<file path="config.mk">
export PLATFORM = sky130hd
export DESIGN_NAME = zoom_cmd_bridge_flat
export DESIGN_NICKNAME = d
export VERILOG_FILES = /design/src/rtl/zoom_pkg.sv /design/src/rtl/zoom_cmd_bridge_if.sv /design/src/rtl/zoom_cmd_bridge_cmd_fifo.sv /design/src/rtl/zoom_cmd_bridge.sv /design/src/flat_wrapper.sv
export SDC_FILE = /design/constraint.sdc
export NUM_CORES = 1
export LEC_CHECK = 0
export CORE_ASPECT_RATIO = 1.75
export CORE_UTILIZATION = 40
export CTS_CLUSTER_SIZE = 24
export DETAILED_ROUTE_END_ITERATION = 10
export SKIP_LAST_GASP = 1
export SLEW_MARGIN = 20
export SYNTH_ARGS = -nofsm -noshare
export SYNTH_HDL_FRONTEND = slang
export SYNTH_SLANG_ARGS = --single-unit
</file>
<file path="constraint.sdc">
create_clock -name clk -period 4.56 [get_ports clk]
set_input_delay 0.684 -clock clk [delete_from_list [all_inputs] [get_ports clk]]
set_output_delay 0.684 -clock clk [all_outputs]
set_load 0.005 [all_outputs]
</file>
<file path="src/rtl/zoom_pkg.sv">
`default_nettype none
// ---------------------------------------------------------------------------
// zoom_pkg
// Opcodes and command-entry types shared by the zoom core and its bridge.
// Revision: 1.0 - initial release
// ---------------------------------------------------------------------------
package zoom_pkg;

  localparam int OPCODE_W = 3;
  localparam int ADDR_W   = 18;
  localparam int DATA_W   = 8;

  localparam logic [OPCODE_W-1:0] NOP         = 3'd0;
  localparam logic [OPCODE_W-1:0] LOAD        = 3'd1;
  localparam logic [OPCODE_W-1:0] STORE       = 3'd2;
  localparam logic [OPCODE_W-1:0] ZOOM_IN_VP  = 3'd3;
  localparam logic [OPCODE_W-1:0] ZOOM_IN_RP  = 3'd4;
  localparam logic [OPCODE_W-1:0] ZOOM_OUT_MP = 3'd5;
  localparam logic [OPCODE_W-1:0] ZOOM_OUT_VD = 3'd6;
  localparam logic [OPCODE_W-1:0] RESET_INST  = 3'd7;

  // One buffered host command: 3 + 18 + 8 = 29 bits.
  typedef struct packed {
    logic [OPCODE_W-1:0] opcode;
    logic [ADDR_W-1:0]   addr;
    logic [DATA_W-1:0]   data;
  } cmd_entry_t;

  // RESET_INST gets no done from the core; NOP never reaches the core.
  function automatic logic waits_for_done(input logic [OPCODE_W-1:0] op);
    return (op != NOP) && (op != RESET_INST);
  endfunction

endpackage
`default_nettype wire

</file>
<file path="src/rtl/zoom_cmd_bridge_if.sv">
`default_nettype none
// ---------------------------------------------------------------------------
// zoom_cmd_bridge_if
// Host command/response handshakes plus the level-style core port set.
// Revision: 1.0 - initial release
// ---------------------------------------------------------------------------
interface zoom_cmd_bridge_if;
  import zoom_pkg::*;

  logic                cmd_valid;
  logic                cmd_ready;
  logic [OPCODE_W-1:0] cmd_opcode;
  logic [ADDR_W-1:0]   cmd_addr;
  logic [DATA_W-1:0]   cmd_data;

  logic                rsp_valid;
  logic                rsp_ready;
  logic [OPCODE_W-1:0] rsp_opcode;
  logic [DATA_W-1:0]   rsp_data;
  logic                rsp_timeout;

  logic [OPCODE_W-1:0] core_instruction;
  logic [ADDR_W-1:0]   core_mem_addr;
  logic [DATA_W-1:0]   core_data_in;
  logic                core_enable;
  logic                core_done;
  logic [DATA_W-1:0]   core_data_out;

  logic                busy;

  // Host side together with the core it talks to.
  modport master (
    output cmd_valid, cmd_opcode, cmd_addr, cmd_data, rsp_ready,
    output core_done, core_data_out,
    input  cmd_ready, rsp_valid, rsp_opcode, rsp_data, rsp_timeout,
    input  core_instruction, core_mem_addr, core_data_in, core_enable, busy
  );

  // Bridge side.
  modport slave (
    input  cmd_valid, cmd_opcode, cmd_addr, cmd_data, rsp_ready,
    input  core_done, core_data_out,
    output cmd_ready, rsp_valid, rsp_opcode, rsp_data, rsp_timeout,
    output core_instruction, core_mem_addr, core_data_in, core_enable, busy
  );

endinterface
`default_nettype wire

</file>
<file path="src/rtl/zoom_cmd_bridge_cmd_fifo.sv">
`default_nettype none
// ---------------------------------------------------------------------------
// cmd_fifo
// Synchronous command FIFO with registered read data and a head-opcode peek.
// Revision: 1.0 - initial release
// ---------------------------------------------------------------------------
module cmd_fifo
  import zoom_pkg::*;
#(
  parameter int DEPTH = 4
) (
  input  wire logic              clk,
  input  wire logic              reset_n,
  input  wire logic              push,
  input  wire cmd_entry_t        wr_data,
  input  wire logic              pop,
  output cmd_entry_t             rd_data,
  output logic [OPCODE_W-1:0]    head_opcode,
  output logic                   full,
  output logic                   empty
);

  localparam int           AW         = (DEPTH > 1) ? $clog2(DEPTH) : 1;
  localparam logic [AW:0]  FULL_COUNT = (AW + 1)'(DEPTH);

  cmd_entry_t    mem [DEPTH];
  logic [AW-1:0] wr_ptr;
  logic [AW-1:0] rd_ptr;
  logic [AW:0]   count;

  // Storage array; contents need no reset because count gates every read.
  always_ff @(posedge clk) begin
    if (push) mem[wr_ptr] <= wr_data;
  end

  // Pointers, occupancy and the registered read port (held between pops).
  always_ff @(posedge clk) begin
    if (!reset_n) begin
      wr_ptr  <= '0;
      rd_ptr  <= '0;
      count   <= '0;
      rd_data <= '0;
    end else begin
      if (push) wr_ptr <= wr_ptr + 1'b1;
      if (pop) begin
        rd_ptr  <= rd_ptr + 1'b1;
        rd_data <= mem[rd_ptr];
      end
      case ({push, pop})
        2'b10:   count <= count + 1'b1;
        2'b01:   count <= count - 1'b1;
        default: count <= count;
      endcase
    end
  end

  assign full        = (count == FULL_COUNT);
  assign empty       = (count == '0);
  // Lets the FSM pick its next state in the same cycle it pops.
  assign head_opcode = mem[rd_ptr].opcode;

endmodule
`default_nettype wire

</file>
<file path="src/rtl/zoom_cmd_bridge.sv">
`default_nettype none
// ---------------------------------------------------------------------------
// zoom_cmd_bridge
// Buffers host commands, replays them one at a time onto the zoom core's
// level-style ports and returns one completion per command.
// Revision: 1.0 - initial release
// ---------------------------------------------------------------------------
module zoom_cmd_bridge
  import zoom_pkg::*;
#(
  parameter int FIFO_DEPTH     = 4,
  parameter int ENABLE_HOLD    = 2,
  parameter int RESET_WAIT     = 2,
  parameter int TIMEOUT_CYCLES = 1048576
) (
  input wire logic         clk,
  input wire logic         reset_n,
  zoom_cmd_bridge_if.slave bus
);

  typedef enum logic [2:0] {
    IDLE      = 3'd0,
    ISSUE     = 3'd1,
    WAIT_DONE = 3'd2,
    CAPTURE   = 3'd3,
    RESPOND   = 3'd4
  } state_t;

  localparam int          CNT_W        = 21;
  localparam logic [20:0] HOLD_LAST    = CNT_W'(ENABLE_HOLD - 1);
  localparam logic [20:0] TIMEOUT_LAST = CNT_W'(TIMEOUT_CYCLES - 1);
  // The ISSUE->WAIT_DONE hop and the RESPOND cycle absorb part of the wait.
  localparam logic [20:0] RESET_LAST   = CNT_W'((RESET_WAIT > 1) ? RESET_WAIT - 2 : 0);

  state_t              state;
  state_t              state_next;
  logic [CNT_W-1:0]    cnt;
  logic                done_prev_q;
  logic                timed_out_q;
  logic [DATA_W-1:0]   cap_data_q;
  logic                rsp_valid_q;
  logic [OPCODE_W-1:0] rsp_opcode_q;
  logic [DATA_W-1:0]   rsp_data_q;
  logic                rsp_timeout_q;

  logic                fifo_push;
  logic                fifo_pop;
  logic                fifo_full;
  logic                fifo_empty;
  logic [OPCODE_W-1:0] head_opcode;
  cmd_entry_t          cur;
  cmd_entry_t          wr_entry;
  logic                done_edge;
  logic                timeout_hit;
  logic                is_reset_cmd;

  assign wr_entry     = '{opcode: bus.cmd_opcode, addr: bus.cmd_addr, data: bus.cmd_data};
  assign fifo_push    = bus.cmd_valid && !fifo_full;
  assign done_edge    = bus.core_done && !done_prev_q;
  assign is_reset_cmd = (cur.opcode == RESET_INST);

  cmd_fifo #(
    .DEPTH (FIFO_DEPTH)
  ) u_cmd_fifo (
    .clk         (clk),
    .reset_n     (reset_n),
    .push        (fifo_push),
    .wr_data     (wr_entry),
    .pop         (fifo_pop),
    .rd_data     (cur),
    .head_opcode (head_opcode),
    .full        (fifo_full),
    .empty       (fifo_empty)
  );

  // Next-state decode and pop request.
  always_comb begin
    state_next  = state;
    fifo_pop    = 1'b0;
    timeout_hit = 1'b0;
    case (state)
      IDLE: begin
        if (!fifo_empty && !rsp_valid_q) begin
          fifo_pop   = 1'b1;
          state_next = (head_opcode == NOP) ? RESPOND : ISSUE;
        end
      end
      ISSUE: begin
        if (cnt == HOLD_LAST) begin
          if (is_reset_cmd && (RESET_WAIT <= 1)) state_next = RESPOND;
          else                                   state_next = WAIT_DONE;
        end
      end
      WAIT_DONE: begin
        if (is_reset_cmd) begin
          if (cnt == RESET_LAST) state_next = RESPOND;
        end else if (done_edge) begin
          state_next = CAPTURE;
        end else if (cnt == TIMEOUT_LAST) begin
          timeout_hit = 1'b1;
          state_next  = RESPOND;
        end
      end
      CAPTURE: state_next = RESPOND;
      RESPOND: state_next = IDLE;
      default: state_next = IDLE;
    endcase
  end

  // State register.
  always_ff @(posedge clk) begin
    if (!reset_n) state <= IDLE;
    else          state <= state_next;
  end

  // Shared hold/wait/timeout counter: cleared on every state entry, saturating.
  always_ff @(posedge clk) begin
    if (!reset_n)                 cnt <= '0;
    else if (state_next != state) cnt <= '0;
    else if (cnt != '1)           cnt <= cnt + 1'b1;
  end

  // Previous core_done level, so only a fresh rising edge counts as completion.
  always_ff @(posedge clk) begin
    if (!reset_n) done_prev_q <= 1'b0;
    else          done_prev_q <= bus.core_done;
  end

  // Per-command result: captured read data and the timeout flag.
  always_ff @(posedge clk) begin
    if (!reset_n) begin
      cap_data_q  <= '0;
      timed_out_q <= 1'b0;
    end else if (fifo_pop) begin
      cap_data_q  <= '0;
      timed_out_q <= 1'b0;
    end else begin
      // DATA_OUT is valid the cycle after done, which is the CAPTURE cycle.
      if (state == CAPTURE && cur.opcode == LOAD) cap_data_q <= bus.core_data_out;
      if (timeout_hit) timed_out_q <= 1'b1;
    end
  end

  // Response register, held until the host takes it.
  always_ff @(posedge clk) begin
    if (!reset_n) begin
      rsp_valid_q   <= 1'b0;
      rsp_opcode_q  <= '0;
      rsp_data_q    <= '0;
      rsp_timeout_q <= 1'b0;
    end else if (state == RESPOND) begin
      rsp_valid_q   <= 1'b1;
      rsp_opcode_q  <= cur.opcode;
      rsp_data_q    <= cap_data_q;
      rsp_timeout_q <= timed_out_q;
    end else if (rsp_valid_q && bus.rsp_ready) begin
      rsp_valid_q   <= 1'b0;
    end
  end

  assign bus.cmd_ready        = !fifo_full;
  assign bus.core_instruction = cur.opcode;
  assign bus.core_mem_addr    = cur.addr;
  assign bus.core_data_in     = cur.data;
  assign bus.core_enable      = (state == ISSUE);
  assign bus.rsp_valid        = rsp_valid_q;
  assign bus.rsp_opcode       = rsp_opcode_q;
  assign bus.rsp_data         = rsp_data_q;
  assign bus.rsp_timeout      = rsp_timeout_q;
  assign bus.busy             = (state != IDLE) || !fifo_empty;

endmodule
`default_nettype wire

</file>
<file path="src/flat_wrapper.sv">
// flat-port wrapper written by rule: the top's interface ports become plain ports
module zoom_cmd_bridge_flat import zoom_pkg::*;
#(
  parameter int FIFO_DEPTH     = 4,
  parameter int ENABLE_HOLD    = 2,
  parameter int RESET_WAIT     = 2,
  parameter int TIMEOUT_CYCLES = 1048576
)
  (clk, reset_n, bus_cmd_valid, bus_cmd_opcode, bus_cmd_addr, bus_cmd_data, bus_rsp_ready, bus_core_done, bus_core_data_out, bus_cmd_ready, bus_rsp_valid, bus_rsp_opcode, bus_rsp_data, bus_rsp_timeout, bus_core_instruction, bus_core_mem_addr, bus_core_data_in, bus_core_enable, bus_busy);
  zoom_cmd_bridge_if bus_i ();
  input wire logic clk;
  input wire logic reset_n;
  input wire logic [$bits(bus_i.cmd_valid)-1:0] bus_cmd_valid;
  input wire logic [$bits(bus_i.cmd_opcode)-1:0] bus_cmd_opcode;
  input wire logic [$bits(bus_i.cmd_addr)-1:0] bus_cmd_addr;
  input wire logic [$bits(bus_i.cmd_data)-1:0] bus_cmd_data;
  input wire logic [$bits(bus_i.rsp_ready)-1:0] bus_rsp_ready;
  input wire logic [$bits(bus_i.core_done)-1:0] bus_core_done;
  input wire logic [$bits(bus_i.core_data_out)-1:0] bus_core_data_out;
  output wire logic [$bits(bus_i.cmd_ready)-1:0] bus_cmd_ready;
  output wire logic [$bits(bus_i.rsp_valid)-1:0] bus_rsp_valid;
  output wire logic [$bits(bus_i.rsp_opcode)-1:0] bus_rsp_opcode;
  output wire logic [$bits(bus_i.rsp_data)-1:0] bus_rsp_data;
  output wire logic [$bits(bus_i.rsp_timeout)-1:0] bus_rsp_timeout;
  output wire logic [$bits(bus_i.core_instruction)-1:0] bus_core_instruction;
  output wire logic [$bits(bus_i.core_mem_addr)-1:0] bus_core_mem_addr;
  output wire logic [$bits(bus_i.core_data_in)-1:0] bus_core_data_in;
  output wire logic [$bits(bus_i.core_enable)-1:0] bus_core_enable;
  output wire logic [$bits(bus_i.busy)-1:0] bus_busy;
  assign bus_i.cmd_valid = bus_cmd_valid;
  assign bus_i.cmd_opcode = bus_cmd_opcode;
  assign bus_i.cmd_addr = bus_cmd_addr;
  assign bus_i.cmd_data = bus_cmd_data;
  assign bus_i.rsp_ready = bus_rsp_ready;
  assign bus_i.core_done = bus_core_done;
  assign bus_i.core_data_out = bus_core_data_out;
  assign bus_cmd_ready = bus_i.cmd_ready;
  assign bus_rsp_valid = bus_i.rsp_valid;
  assign bus_rsp_opcode = bus_i.rsp_opcode;
  assign bus_rsp_data = bus_i.rsp_data;
  assign bus_rsp_timeout = bus_i.rsp_timeout;
  assign bus_core_instruction = bus_i.core_instruction;
  assign bus_core_mem_addr = bus_i.core_mem_addr;
  assign bus_core_data_in = bus_i.core_data_in;
  assign bus_core_enable = bus_i.core_enable;
  assign bus_busy = bus_i.busy;
  zoom_cmd_bridge #(.FIFO_DEPTH(FIFO_DEPTH), .ENABLE_HOLD(ENABLE_HOLD), .RESET_WAIT(RESET_WAIT), .TIMEOUT_CYCLES(TIMEOUT_CYCLES)) u_core (.clk(clk), .reset_n(reset_n), .bus(bus_i));
endmodule
</file>
==> results.toml <==
[sta]
hold_violations = 0
postLayoutSetupSlackWorst_ns = 1.649
drv_slew = 0
setup_viol = 0
max_clock_freq_mhz = 343.5
finClkSkew_ns = 0.007906
finalCritPeriodShare_pct = 63.85
setup_tns_ns = 0
grt_setup_unrepaired = "no"
relSlewSlack_pct = 34.59
worst_pin_slew_ns = 0.9798
min_period_ns = 2.911

[synth]
synth_top_area_share_pct = 43.77
syn_inst = 586
async_reset_ff_share_pct = 0
syn_nets = 637
synth-edff-count = 116
synth_seq_area_share_pct = 65.15
synth_top_area_cell = "edfxtp_1"
ys_ff_latch = 201
synth_cell_types = 54
synth_area_sq_mm = 0.007959
yosys-top-cells-area = "edfxtp_1 (44%), dfxtp_1 (21%), mux4_2 (8.2%)"
yosysWarnings = 0
postSynthAreaPerCell_sq_um = 13.58
synth_ff_type = "edfxtp_1"

[floorplanning]
core_area_sq_mm = 0.01928
fp-row-count = 67
die_area_sq_mm = 0.02049
pin_count = 87
die_h_microns = 188.6
start_util_pct = 41.28
die_w_microns = 108.6

[routing]
ant_nets = 0
wl_per_cell_microns = 18.13
drt-pass1-iter-count = 4
via_per_inst = 5.312
wl_microns = 16750
vias = 4908
drt_iter0_drc = 207
drc = 0

[cells_and_area]
mostFrequentLayoutCells = "edfxtp_1 (116), nand2_1 (95), clkdlybuf4s50_1 (85), dfxtp_1 (84), a21boi_0 (44)"
drive_gt1_share_pct = 12.01
nets = 720
synthToLayoutAreaGrowth_pct = 21.07
antenna_cells = 0
layout_commonest_cell = "edfxtp_1"

[worst_setup_path]
start_kind = "register"
cp_common_cell = "inv_1"
worst_ep_required_time_ns = 4.96
endpoint_kind = "register"
cp_cell_sequence = "nor4_1, nand2_2, inv_1, ha_1, inv_1, fa_1, xor2_1, or3_1, a21boi_0"
crit_path_max_incr_delay_ns = 0.53
crit_fanout = 33
path_class = "reg2reg"
cp_slowest_cell = "nand2_2"
crit_arrival_ns = 3.31

[cts]
cts_sinks = 201
cts_made_buffers = 20
cts.clk_slew.worst_paths_ns = 0.06
htree_levels = 1
cts_tree = "built"
insertion_delay_ns = 0.48
cts_resized = 0
hold_buffers = 0
cts_root_buf = "clkbuf_16"
clk_path_buf_depth = 3
postCtsSetupRepairBufs = 0

[global_routing]
grt_use_total_pct = 16.96
antenna_found_initial = 0
grt_overflow = 0
grt_max_degree = 54
grt_pass1_vias = 5151
grt_pass1_wl_microns = 26770

[place]
pre_cts_ws_ns = 1.622
dp_hpwl_microns = 10830
place.gp.congestion = 0.8005
place.port_buffers = 86

[worst_hold_path]
hp-class = "reg2reg"

[pwr]
leakagePower_nw = 3.148
power_density_mw_per_mm2 = 539.3
ir_worst_vdd_mv = 0.4187

[outcome]
status = "completed"

[job]
maxCapViolCount = 0
## through the flow
| stage | instances | total power [mW] | util, % | instance area [sq um] | hold WS (ns) |
|---|---|---|---|---|---|
| final | 924 | 5.197 | 49.97 | 9635 | 0.4564 |
| after global placement | 888 | 3.683 | 46.77 | 9017 | 0.4374 |
| after global routing | 924 | 5.473 | 49.97 | 9635 | 0.4796 |
| after detailed placement | 888 | 3.714 | 46.77 | 9017 | 0.4480 |
| after floorplan | 586 | 3.171 | - | 7959 | 0.4258 |
| after CTS | 924 | 5.273 | 49.97 | 9635 | 0.4587 |
## area by class of cell
class	instances	area [sq um]
Clock buffer	27	568.0
Clock inverter	9	50.05
Fill cell	1729	9646
Inverter	12	45.04
Multi-Input combinational cell	342	2584
Sequential cell	201	5186
Tap cell	241	301.5
Timing Repair Buffer	92	900.9
## report_power, final
part           internal (mW)  total [mW]  switching, mW
sequential              2.18        2.34          0.168
clock                  0.878        1.55          0.672
combinational          0.627        1.30          0.674
## Yosys cell counts, types with 2 or more instances
master and count:
a211oi_1 10, a21boi_0 44, a21oi_1 6, a41oi_1 2
and2_1 11, and3_1 7, and4_1 2, buf_2 8
buf_6 3, clkbuf_1 18, dfxtp_1 85, edfxtp_1 116
ha_1 8, inv_1 12, mux2i_1 9, mux4_2 29
nand2_1 95, nand2b_1 3, nand3_1 14, nand4_1 5
nor2_1 15, nor3_1 13, nor3b_1 2, nor4_1 5
o21ai_0 8, o31ai_1 5, or3_1 6, or3b_2 2
or4_1 7, xnor2_1 9, xor2_1 4
## per-layer routing
layer / wire, microns / track usage, %
met5: 0 / 0
met4: 293 / 6.029
met3: 712 / 2.767
met2: 9204 / 31.38
met1: 6537 / 19.14
## flip-flops by register name, summed over array words and instances, names as in the netlist, named ones only
name,flops
u_core.u_cmd_fifo.wr_ptr,2
u_core.bus.rsp_valid,1
u_core.done_prev_q,1
u_core.bus.rsp_timeout,1
u_core.timed_out_q,1
u_core.cnt,21
u_core.u_cmd_fifo.count,3
u_core.u_cmd_fifo.rd_data,29
u_core.state,3
u_core.bus.rsp_data,8
u_core.u_cmd_fifo.rd_ptr,2
u_core.bus.rsp_opcode,3
u_core.cap_data_q,8
u_core.u_cmd_fifo.mem,116
## worst max-delay path, delay by kind of cell (launching register included)
kind,cells,cell delay (ns)
AO/OA/AOI/OAI,1,0.19
XOR/XNOR,1,0.16
adder cells (fa/ha/maj),2,0.58
buffers and inverters,2,0.29
flip-flops,1,0.35
AND/OR/NAND/NOR,3,1.26
## cells by family after synthesis
family	count (synthesis)	share of synthesized area (%)
xor gates and xnor gates	13	1.431
DFF	201	65.15
and+or+nand+nor	197	12.29
buffers and inverters	43	2.452
AOI/OAI and AO/OA	85	7.829
muxes	38	9.338
adders and majority gates	9	1.509
## worst paths after layout
check,start,to,slack [ns],depth (start not counted)
max,u_core.state[1]$_SDFF_PN0_,u_core.u_cmd_fifo.count[2]$_SDFFE_PN0P_,1.65,9
min,u_core.timed_out_q$_SDFFE_PP0P_,u_core.timed_out_q$_SDFFE_PP0P_,0.46,2
max reg2reg,u_core.state[1]$_SDFF_PN0_,u_core.u_cmd_fifo.count[2]$_SDFFE_PN0P_,1.65,9
min reg2reg,u_core.timed_out_q$_SDFFE_PP0P_,u_core.timed_out_q$_SDFFE_PP0P_,0.46,2
(Power assumes the default switching activity.)
